--- src/rtl/button_pulser.sv ---
// Two-button front end: synchronise and debounce each raw push-button, then turn
// every accepted press into one inc/dec pulse followed by timed auto-repeat.
module button_pulser #(
  parameter int SYNC_STAGES     = 2,
  parameter int DEBOUNCE_CYCLES = 50000,
  parameter int REPEAT_DELAY    = 25000000,
  parameter int REPEAT_PERIOD   = 5000000
) (
  input  logic clk,
  input  logic reset,
  input  logic btn_inc_raw,
  input  logic btn_dec_raw,
  output logic inc,
  output logic dec,
  output logic inc_held,
  output logic dec_held
);

  localparam int DW   = $clog2(DEBOUNCE_CYCLES + 1);
  localparam int RMAX = (REPEAT_DELAY > REPEAT_PERIOD) ? REPEAT_DELAY : REPEAT_PERIOD;
  localparam int RW   = $clog2(RMAX + 1);

  typedef enum logic [2:0] {
    IDLE,
    FIRST,
    WAIT,
    HOLD,
    LOCKOUT
  } state_t;

  logic [1:0] raw;
  logic [1:0] held;
  logic [1:0] pulse;

  assign raw      = {btn_dec_raw, btn_inc_raw};
  assign inc      = pulse[0];
  assign dec      = pulse[1];
  assign inc_held = held[0];
  assign dec_held = held[1];

  // Channel 0 is increment, channel 1 is decrement.
  for (genvar ch = 0; ch < 2; ch++) begin : g_chan
    logic [SYNC_STAGES-1:0] sync;
    logic [DW-1:0]          db_cnt;
    logic                   held_r;
    logic [RW-1:0]          rep_cnt;
    logic                   pulse_r;
    state_t                 state;
    logic                   other_held;

    assign held[ch]   = held_r;
    assign pulse[ch]  = pulse_r;
    assign other_held = held[1-ch];

    always_ff @(posedge clk or posedge reset) begin
      if (reset) begin
        sync   <= '0;
        db_cnt <= '0;
        held_r <= 1'b0;
      end else begin
        // NOTE: non-blocking assignments let every stage capture its neighbour's
        // previous value, so this really is a SYNC_STAGES-deep flop chain.
        sync <= {sync[SYNC_STAGES-2:0], raw[ch]};
        if (sync[SYNC_STAGES-1] == held_r) begin
          db_cnt <= '0;
        end else if (db_cnt == DW'(DEBOUNCE_CYCLES)) begin
          held_r <= ~held_r;
          db_cnt <= '0;
        end else begin
          db_cnt <= db_cnt + 1'b1;
        end
      end
    end

    always_ff @(posedge clk or posedge reset) begin
      if (reset) begin
        state   <= IDLE;
        rep_cnt <= '0;
        pulse_r <= 1'b0;
      end else begin
        pulse_r <= 1'b0;
        if (state != IDLE && state != LOCKOUT && !held_r) begin
          state <= IDLE;
        end else if (state != LOCKOUT && held_r && other_held) begin
          state <= LOCKOUT;
        end else begin
          case (state)
            IDLE: begin
              if (held_r) begin
                state   <= FIRST;
                pulse_r <= 1'b1;
                rep_cnt <= RW'(REPEAT_DELAY);
              end
            end
            FIRST, WAIT: begin
              if (state == FIRST && REPEAT_DELAY == 0) begin
                state <= HOLD;
              end else begin
                state <= WAIT;
                // The counter was loaded on the pulse edge, so reaching 1 marks
                // exactly REPEAT_DELAY (then REPEAT_PERIOD) cycles since that pulse.
                if (rep_cnt == RW'(1)) begin
                  pulse_r <= 1'b1;
                  rep_cnt <= RW'(REPEAT_PERIOD);
                end else begin
                  rep_cnt <= rep_cnt - 1'b1;
                end
              end
            end
            HOLD:    state <= HOLD;
            LOCKOUT: if (!held_r && !other_held) state <= IDLE;
            default: state <= IDLE;
          endcase
        end
      end
    end
  end

endmodule

--- config.mk ---
export PLATFORM = sky130hd
export DESIGN_NAME = button_pulser
export DESIGN_NICKNAME = d
export VERILOG_FILES = /design/src/rtl/button_pulser.sv
export SDC_FILE = /design/constraint.sdc
export NUM_CORES = 1
export LEC_CHECK = 0
export ABC_AREA = 1
export CAP_MARGIN = 20
export CORE_MARGIN = 2
export CORE_UTILIZATION = 55
export DETAILED_ROUTE_END_ITERATION = 16
export PLACE_DENSITY = 0.73
export SYNTH_ARGS = -nofsm -noshare
export SYNTH_HDL_FRONTEND = slang
export SYNTH_SLANG_ARGS = --single-unit
--- constraint.sdc ---
create_clock -name clk -period 5.4 [get_ports clk]
set_clock_uncertainty 0.05 [all_clocks]
set_input_delay 1.08 -clock clk [delete_from_list [all_inputs] [get_ports clk]]
set_output_delay 1.08 -clock clk [all_outputs]
set_load 0.05 [all_outputs]
# Word level (Yosys, flattened, before mapping)
# Index checks and enable logic that the tools add are counted.
# op_classes
addsub	4
bitwise	8
n_mux	29
reduce_logical	25
eq_ne	22
# op_table
operator	n
2-to-1 mux 25 bit	4
case mux 25 bit (2 select lines)	2
2-to-1 mux 16 bit	4
equality test 25 x 1 -> 1 bit (second input constant)	2
subtractor 25 x 1 -> 25 bit (second input constant)	2
adder 16 x 1 -> 16 bit (second input constant)	2
equality test 16 bit (second input constant)	2
case mux 3 bit (4 select lines)	2
2-to-1 mux 3 bit	7
inequality test 4 bit (second input constant)	4
equality test 3 x 2 -> 1 bit (second input constant)	4
logical AND 1 bit	9
2-to-1 mux 1 bit	8
inverter 1 bit	8
AND reduction 2 bit	4
AND reduction 4 bit	2
equality test 3 x 1 -> 1 bit (second input constant)	2
equality test 3 bit (second input constant)	2
logical NOT 3 bit	2
inequality test 3 bit (second input constant)	2
nonzero test 3 bit	2
inequality test 2 bit (second input constant)	2
case mux 1 bit (2 select lines)	2
nonzero test 2 bit	2
3 further kinds	6
# word_totals
word_cells	100
input_bits	4
regBits	96
output_inout_bits	4

# Depth between registers and ports, before layout
# Gate-level depths: netlist (run 1).
# depth
ltp_word	6
mapped_depth	11
ltp_nobuf	11

# Worst setup path after synthesis (run 1)
# OpenSTA, ideal clock, no wires.
# synth_timing
path_type	reg2out
startpoint	register g_chan[0].held_r, in the netlist inc_held
endpoint	output port inc_held
required_ns	4.270
stages_incl_launch_ff	1
t_arrival_ns	0.696
setup_slack_ns	3.574
path_buffers	0
path_cell_list	dfrtp_1
# synth_rtl
item	line	rtl
from (decl)	45	logic held_r;
from (signal assigned)	67	held_r <= ~held_r;
to (decl)	15	output logic inc_held,
# No word-level cell between the ends.

# Final worst setup path (run 1)
# layout_timing
startpoint	register g_chan[1].held_r, in the netlist dec_held
endpoint	output port dec_held
# layout_rtl
item	line	rtl
from (decl)	45	
from (signal assigned)	67	
to (decl)	16	output logic dec_held
# No word-level cell between the ends.

==> flow_metrics.tcl, run 1 <==
set metrics [dict create \
    wire_per_inst_microns 12.43 \
    globalRouteOverflowTotal 0 \
    min_path_type "reg -> reg" \
    p_leak_nw 3.017 \
    synth_xor_area_frac 0.04146 \
    r2r-end "g_chan[1].rep_cnt[10]" \
    synth_top_family_by_area "simple AND/OR/NAND/NOR gates" \
    path_buf_inv 1 \
    syn_area_sq_um 5463 \
    max-cap-violations 0 \
    start_util 0.5615 \
    holdBufCountCts 0 \
    status "completed" \
    tns_ns 0 \
    period_minus_slack_ns 2.994 \
    dieWidth_microns 103.7 \
    required_ns 4.27 \
    layout-drive-gt1-share 0.05078 \
    dp_hpwl_mm 8.248 \
    crit_type "reg -> out" \
    grt_pass1_vias 4546 \
    die_area_sq_um 10750 \
    cts_tree "done" \
    synth-simple-area-share 0.3779 \
    hold_viol_final 0 \
    worstPathCellList "clkdlybuf4s50_1" \
    clkTransAtPathRegs_ns 0.08 \
    firstDrtPassIters 5 \
    cp_slowest_cell "clkdlybuf4s50_1" \
    cts_sinks 96 \
    slew_headroom 0.5062 \
    grt_max_degree 59 \
    place.gp.congestion 0.9028 \
    clockRootBuffer "clkbuf_8" \
    io_buffers 7 \
    ys.warnings.count 0 \
    core_sq_um 9729 \
    hold_path_depth 0 \
    synth_compound_area_frac 0.05428 \
    dp_cells 886 \
    critPathCaptureType "output pin" \
    die_h_microns 103.7 \
    synth_fa_ha_area_frac 0.01832 \
    clk_path_buf_depth 2 \
    fin_nets 776 \
    synthMuxAreaShare 0 \
    drt-total-wl_mm 11.20 \
    clock.fmax_ghz 0.3340 \
    hp-start "g_chan[1].sync[0]" \
    diodes 0 \
    arrival_ns 1.86 \
    synth_nets 762 \
    critPathMaxStageDelay_ns 0.89 \
    path_max_fanout 10 \
    critical_path_cell_count 1 \
    drc 0 \
    p_per_area_nw_per_um2 213.9 \
    cp_top_family "buffers and inverters" \
    fin_util 0.6044 \
    yosysSeqAreaShare 0.4398 \
    netlist_instances 750 \
    setup_viol_count_final 0 \
    cts-resized-gates 0 \
    ir_worst_vdd_v 0.0001424 \
    start_kind "flop" \
    syn_area_per_cell_sq_um 7.284 \
    ant_nets 0 \
    syn_to_final_growth_pct 7.650 \
    ys_types 40 \
    drt_iter0_markers 229 \
    rsz0062_at_grt "no" \
    htree_levels 3 \
    r2r_start "inc_held" \
    maxSlewViolCount 0 \
    min_period_over_period 0.5545 \
    hold_path_end "g_chan[1].sync[1]" \
    grt_pass1_wl_mm 19.89 \
    vias 4804 \
    clkLatencyLatePin_ns 0.36 \
    num_rows 36 \
    reg2reg_slack_ns 3.41 \
    post-cts-setup-buffers 0 \
    final_cells 901 \
    vias_per_cell 5.332 \
    ys_ff_latch 96 \
    r2r_cells 6 \
    pin_count 8 \
    tightest_slew_ns 0.7355 \
    cts_buffers 9 \
    grt_util_all_layers 0.2217 \
    antenna_found_initial 0 \
    fill_cells 881 \
]
==> power by group <==
part / internal (mW) / total, mW / switching, mW
clock: 0.259 / 0.497 / 0.238
combinational: 0.00875 / 0.0331 / 0.0243
sequential: 0.723 / 0.728 / 0.00440
total: 0.991 / 1.26 / 0.267
==> worst register-to-register path: stages, from the launching register on <==
cell and delay (ns):
dfrtp_1 0.48, inv_2 0.18, nand4_2 0.42, inv_2 0.35
nand2_2 0.18, inv_2 0.16, nor2_1 0.06
==> how the worst max path moves through the flow <==
| stage | startpoint | to | slack (ns) |
|---|---|---|---|
| 2_1_floorplan | reset | dec | 1.76 |
| 3_3_place_gp | reset | g_chan[0].db_cnt[5] | 2.72 |
| 3_5_place_dp | reset | g_chan[0].db_cnt[5] | 2.72 |
| 4_1_cts | dec_held | dec_held | 2.39 |
| 5_1_grt | dec_held | dec_held | 2.32 |
| 6_report | dec_held | dec_held | 2.41 |
==> cell families after synthesis <==
family          count (synthesis)
buf+inv                        96
fa+ha+maj                       8
simple gates                  475
flops                          96
xor+xnor                       25
compound gates                 50
==> sequential cells by signal (all words and copies together), names as in the netlist <==
register / cells
inc: 1
inc_held: 1
g_chan.sync: 4
g_chan.db_cnt: 32
dec: 1
g_chan.rep_cnt: 50
g_chan.state: 6
dec_held: 1
==> cell usage after synthesis <==
master	instances	area [sq um]
a2111oi_0	2	17.52
a21oi_1	18	90.09
a21oi_2	1	8.760
a31oi_1	1	6.260
and2_1	1	6.260
and3_1	1	6.260
buf_2	4	20.02
buf_6	1	11.26
dfrtp_1	96	2402
ha_1	8	100.1
inv_1	86	322.8
inv_2	5	18.77
nand2_1	192	720.7
nand2_2	2	12.51
nand2_4	1	11.26
nand3_1	61	305.3
nand3_2	1	10.01
nand3b_1	9	67.56
nand4_1	19	118.9
nand4_2	1	12.51
nor2_1	141	529.3
nor2_2	6	37.54
nor2_4	1	11.26
nor3_1	29	145.1
nor3_2	1	10.01
nor3b_1	3	22.52
nor4_1	3	18.77
o211ai_1	2	15.01
o21ai_0	16	80.08
o21ai_1	2	10.01
o21ai_2	2	17.52
o21ai_4	1	16.27
o21bai_1	2	15.01
o22ai_1	2	12.51
o31ai_1	1	7.510
or2_0	1	6.260
or2_2	2	12.51
xnor2_1	9	78.83
xnor2_2	1	16.27
xor2_1	15	131.4
==> through the flow <==
step | total power [mW] | worst slack, ns | hold slack (ns) | area [sq um]
2_1_floorplan | 0.7649 | 1.765 | 0.2812 | 5463
4_1_cts | 1.274 | 2.386 | 0.3099 | 5881
6_report | 1.258 | 2.406 | 0.3071 | 5881
3_5_place_dp | 0.7765 | 2.719 | 0.2897 | 5678
3_3_place_gp | 0.7756 | 2.725 | 0.2835 | 5678
5_1_grt | 1.307 | 2.324 | 0.3117 | 5881
==> final cells by class <==
class                           instances  area, sq um  share of cell area
Sequential cell                        96         2402              0.4085
Clock buffer                           12        135.1             0.02298
Clock inverter                          3        67.56             0.01149
Multi-Input combinational cell        558         2688              0.4570
Timing Repair Buffer                    8        77.57             0.01319
Inverter                               91        344.1             0.05851
Tap cell                              133        166.4             0.02830
==> metal layers <==
metal	up-vias	track usage	share of wire	wire length, microns
met5	-	0	0	0
met4	0	0.07336	0.017	185
met3	22	0.03902	0.037	413
li1	2431	-	-	-
met1	2262	0.2958	0.47	5218
met2	89	0.3690	0.48	5385
==> cells in the final DEF (no fill, tap or decap), types with 2 or more instances in the layout <==
cell type / instances
nand4_1: 19
ha_1: 8
bufinv_16: 2
nand3_1: 61
xor2_1: 15
nor4_1: 3
o21ai_2: 2
or2_2: 2
inv_2: 5
xnor2_1: 9
inv_1: 85
o21bai_1: 2
a2111oi_0: 2
clkbuf_8: 9
nor2_2: 6
nand3b_1: 9
dfrtp_1: 96
nand2_2: 2
nor3_1: 29
o21ai_0: 16
nor3b_1: 3
clkdlybuf4s50_1: 7
o21ai_1: 2
nor2_1: 141
nand2_1: 192
clkbuf_1: 3
o22ai_1: 2
a21oi_1: 18
o211ai_1: 2
No activity file was read; power rests on OpenSTA's default activity.
==> run 2: changes to the inputs <==
==> constraint.sdc (replaced) <==
create_clock -name clk -period 2.8 [get_ports clk]
set_clock_uncertainty 0.05 [all_clocks]
set_input_delay 0.56 -clock clk [delete_from_list [all_inputs] [get_ports clk]]
set_output_delay 0.56 -clock clk [all_outputs]
set_load 0.05 [all_outputs]
==> flow_metrics.tcl, run 2 (same netlist as run 1, synthesis figures left out) <==
set metrics [dict create \
    status "completed" \
    drt_iter0_markers 244 \
    switchingPower_mw 0.5420 \
    final_cell_mix "nand2_1 (192), nor2_1 (141), dfrtp_1 (96)" \
    arrival_ns 1.90 \
    clockRootBuffer "clkbuf_8" \
    hold_viol_final 0 \
    dp_cells 887 \
    final_cells 903 \
    io_buffers 7 \
    wire_per_inst_microns 12.64 \
    die_h_microns 103.7 \
    globalRouteOverflowTotal 0 \
    r2r_cells 5 \
    period_minus_slack_ns 2.505 \
    start_util 0.5615 \
    p_per_area_nw_per_um2 388.1 \
    whs_ns 0.3041 \
    cts-resized-gates 0 \
    clock.fmax_ghz 0.3991 \
    critPathMaxStageDelay_ns 0.89 \
    diodes 0 \
    post-cts-setup-buffers 0 \
    firstDrtPassIters 5 \
    min_path_type "reg -> reg" \
    tightest_slew_ns 0.7052 \
    path_max_fanout 10 \
    pin_count 8 \
    drt-total-wl_mm 11.42 \
    share_seq_of_total_power 0.615 \
    worstPathCellList "clkdlybuf4s50_1" \
    antenna_found_initial 0 \
    layout-drive-gt1-share 0.05455 \
    grt_pass1_wl_mm 20.16 \
    die_area_sq_um 10750 \
    clkTransAtPathRegs_ns 0.09 \
    share_comb_of_total_power 0.031 \
    cp_slowest_cell "clkdlybuf4s50_1" \
    grt_max_degree 38 \
    layout_commonest_cell "nand2_1" \
    dieWidth_microns 103.7 \
    crit_type "reg -> out" \
    min_period_over_period 0.8948 \
    path_buf_inv 1 \
    required_ns 2.19 \
    cts_buffers 9 \
    r2r_start "dec_held" \
    tns_ns 0 \
    clkLatencyLatePin_ns 0.37 \
    core_sq_um 9729 \
    place.gp.congestion 0.9011 \
    cts_tree "done" \
    vias_per_cell 5.300 \
    hold_path_depth 0 \
    regMostFlops "g_chan.rep_cnt" \
    cp-startpoint "dec_held" \
    grt_util_all_layers 0.2264 \
    fin_nets 777 \
    p_int_mw 1.739 \
    clkPwrFrac 0.354 \
    p_leak_nw 3.009 \
    slew_headroom 0.5265 \
    critPathCaptureType "output pin" \
    max-cap-violations 0 \
    rsz0062_at_grt "no" \
    critical_path_cell_count 1 \
    ir_worst_vdd_v 0.0002843 \
    hp-start "g_chan[0].sync[0]" \
    clk_path_buf_depth 2 \
    holdBufCountCts 0 \
    grt_pass1_vias 4593 \
    num_rows 36 \
    setup_viol_count_final 0 \
    largest_reg_flops 50 \
    vias 4786 \
    cts_sinks 96 \
    dp_hpwl_mm 8.519 \
    fill_cells 932 \
    reg_top3 "g_chan.rep_cnt: 50 flops, g_chan.db_cnt: 32 flops, g_chan.state: 6 flops" \
    start_kind "flop" \
    syn_to_final_growth_pct 7.581 \
    cp_top_family "buffers and inverters" \
    switching_share 0.2377 \
    ant_nets 0 \
    drc 0 \
    htree_levels 3 \
    maxSlewViolCount 0 \
]
## run 2: power groups by stage
stage	clock network [mW]	registers, mW	logic, mW
floorplan	0	1.43	0.0461
global placement	0	1.43	0.0713
detailed placement	0	1.43	0.0731
CTS	0.840	1.40	0.0733
global route	0.886	1.41	0.0830
finish	0.807	1.40	0.0697
## run 2: path summary, 6_finish.rpt
kind                                         endpoint  slack (ns)
worst max-delay path                         dec_held        0.29
max in group asynchronous       g_chan[0].rep_cnt[22]        1.54
worst min-delay path                g_chan[0].sync[1]        0.30
worst min register to register      g_chan[0].sync[1]        0.30
worst max register to register  g_chan[1].rep_cnt[15]        0.78
min in group asynchronous         g_chan[0].db_cnt[0]        0.57
## run 2: per-stage QoR
step	power, mW	utilization	instance area (sq um)	setup slack [ns]
4_1_cts	2.317	0.6040	5877	0.2789
2_1_floorplan	1.476	-	5466	1.020
3_5_place_dp	1.505	0.5871	5712	0.7058
5_1_grt	2.374	0.6040	5877	0.2340
3_3_place_gp	1.502	0.5871	5712	0.7331
6_report	2.281	0.6040	5877	0.2946
## run 2: final cells by class
class	instances	area, sq um	share of cell area
Inverter	91	345.3	0.05876
Timing Repair Buffer	9	110.1	0.01874
Sequential cell	96	2402	0.4088
Tap cell	133	166.4	0.02832
Multi-Input combinational cell	558	2688	0.4573
Clock inverter	5	33.78	0.005748
Clock buffer	11	131.4	0.02235
## run 2: routing by layer
layer	vias to the layer above	GRT usage	share of wire
met2	106	0.3742	0.49
li1	2432	-	-
met5	-	0	0
met4	0	0.09556	0.020
met1	2228	0.3012	0.45
met3	20	0.03084	0.040
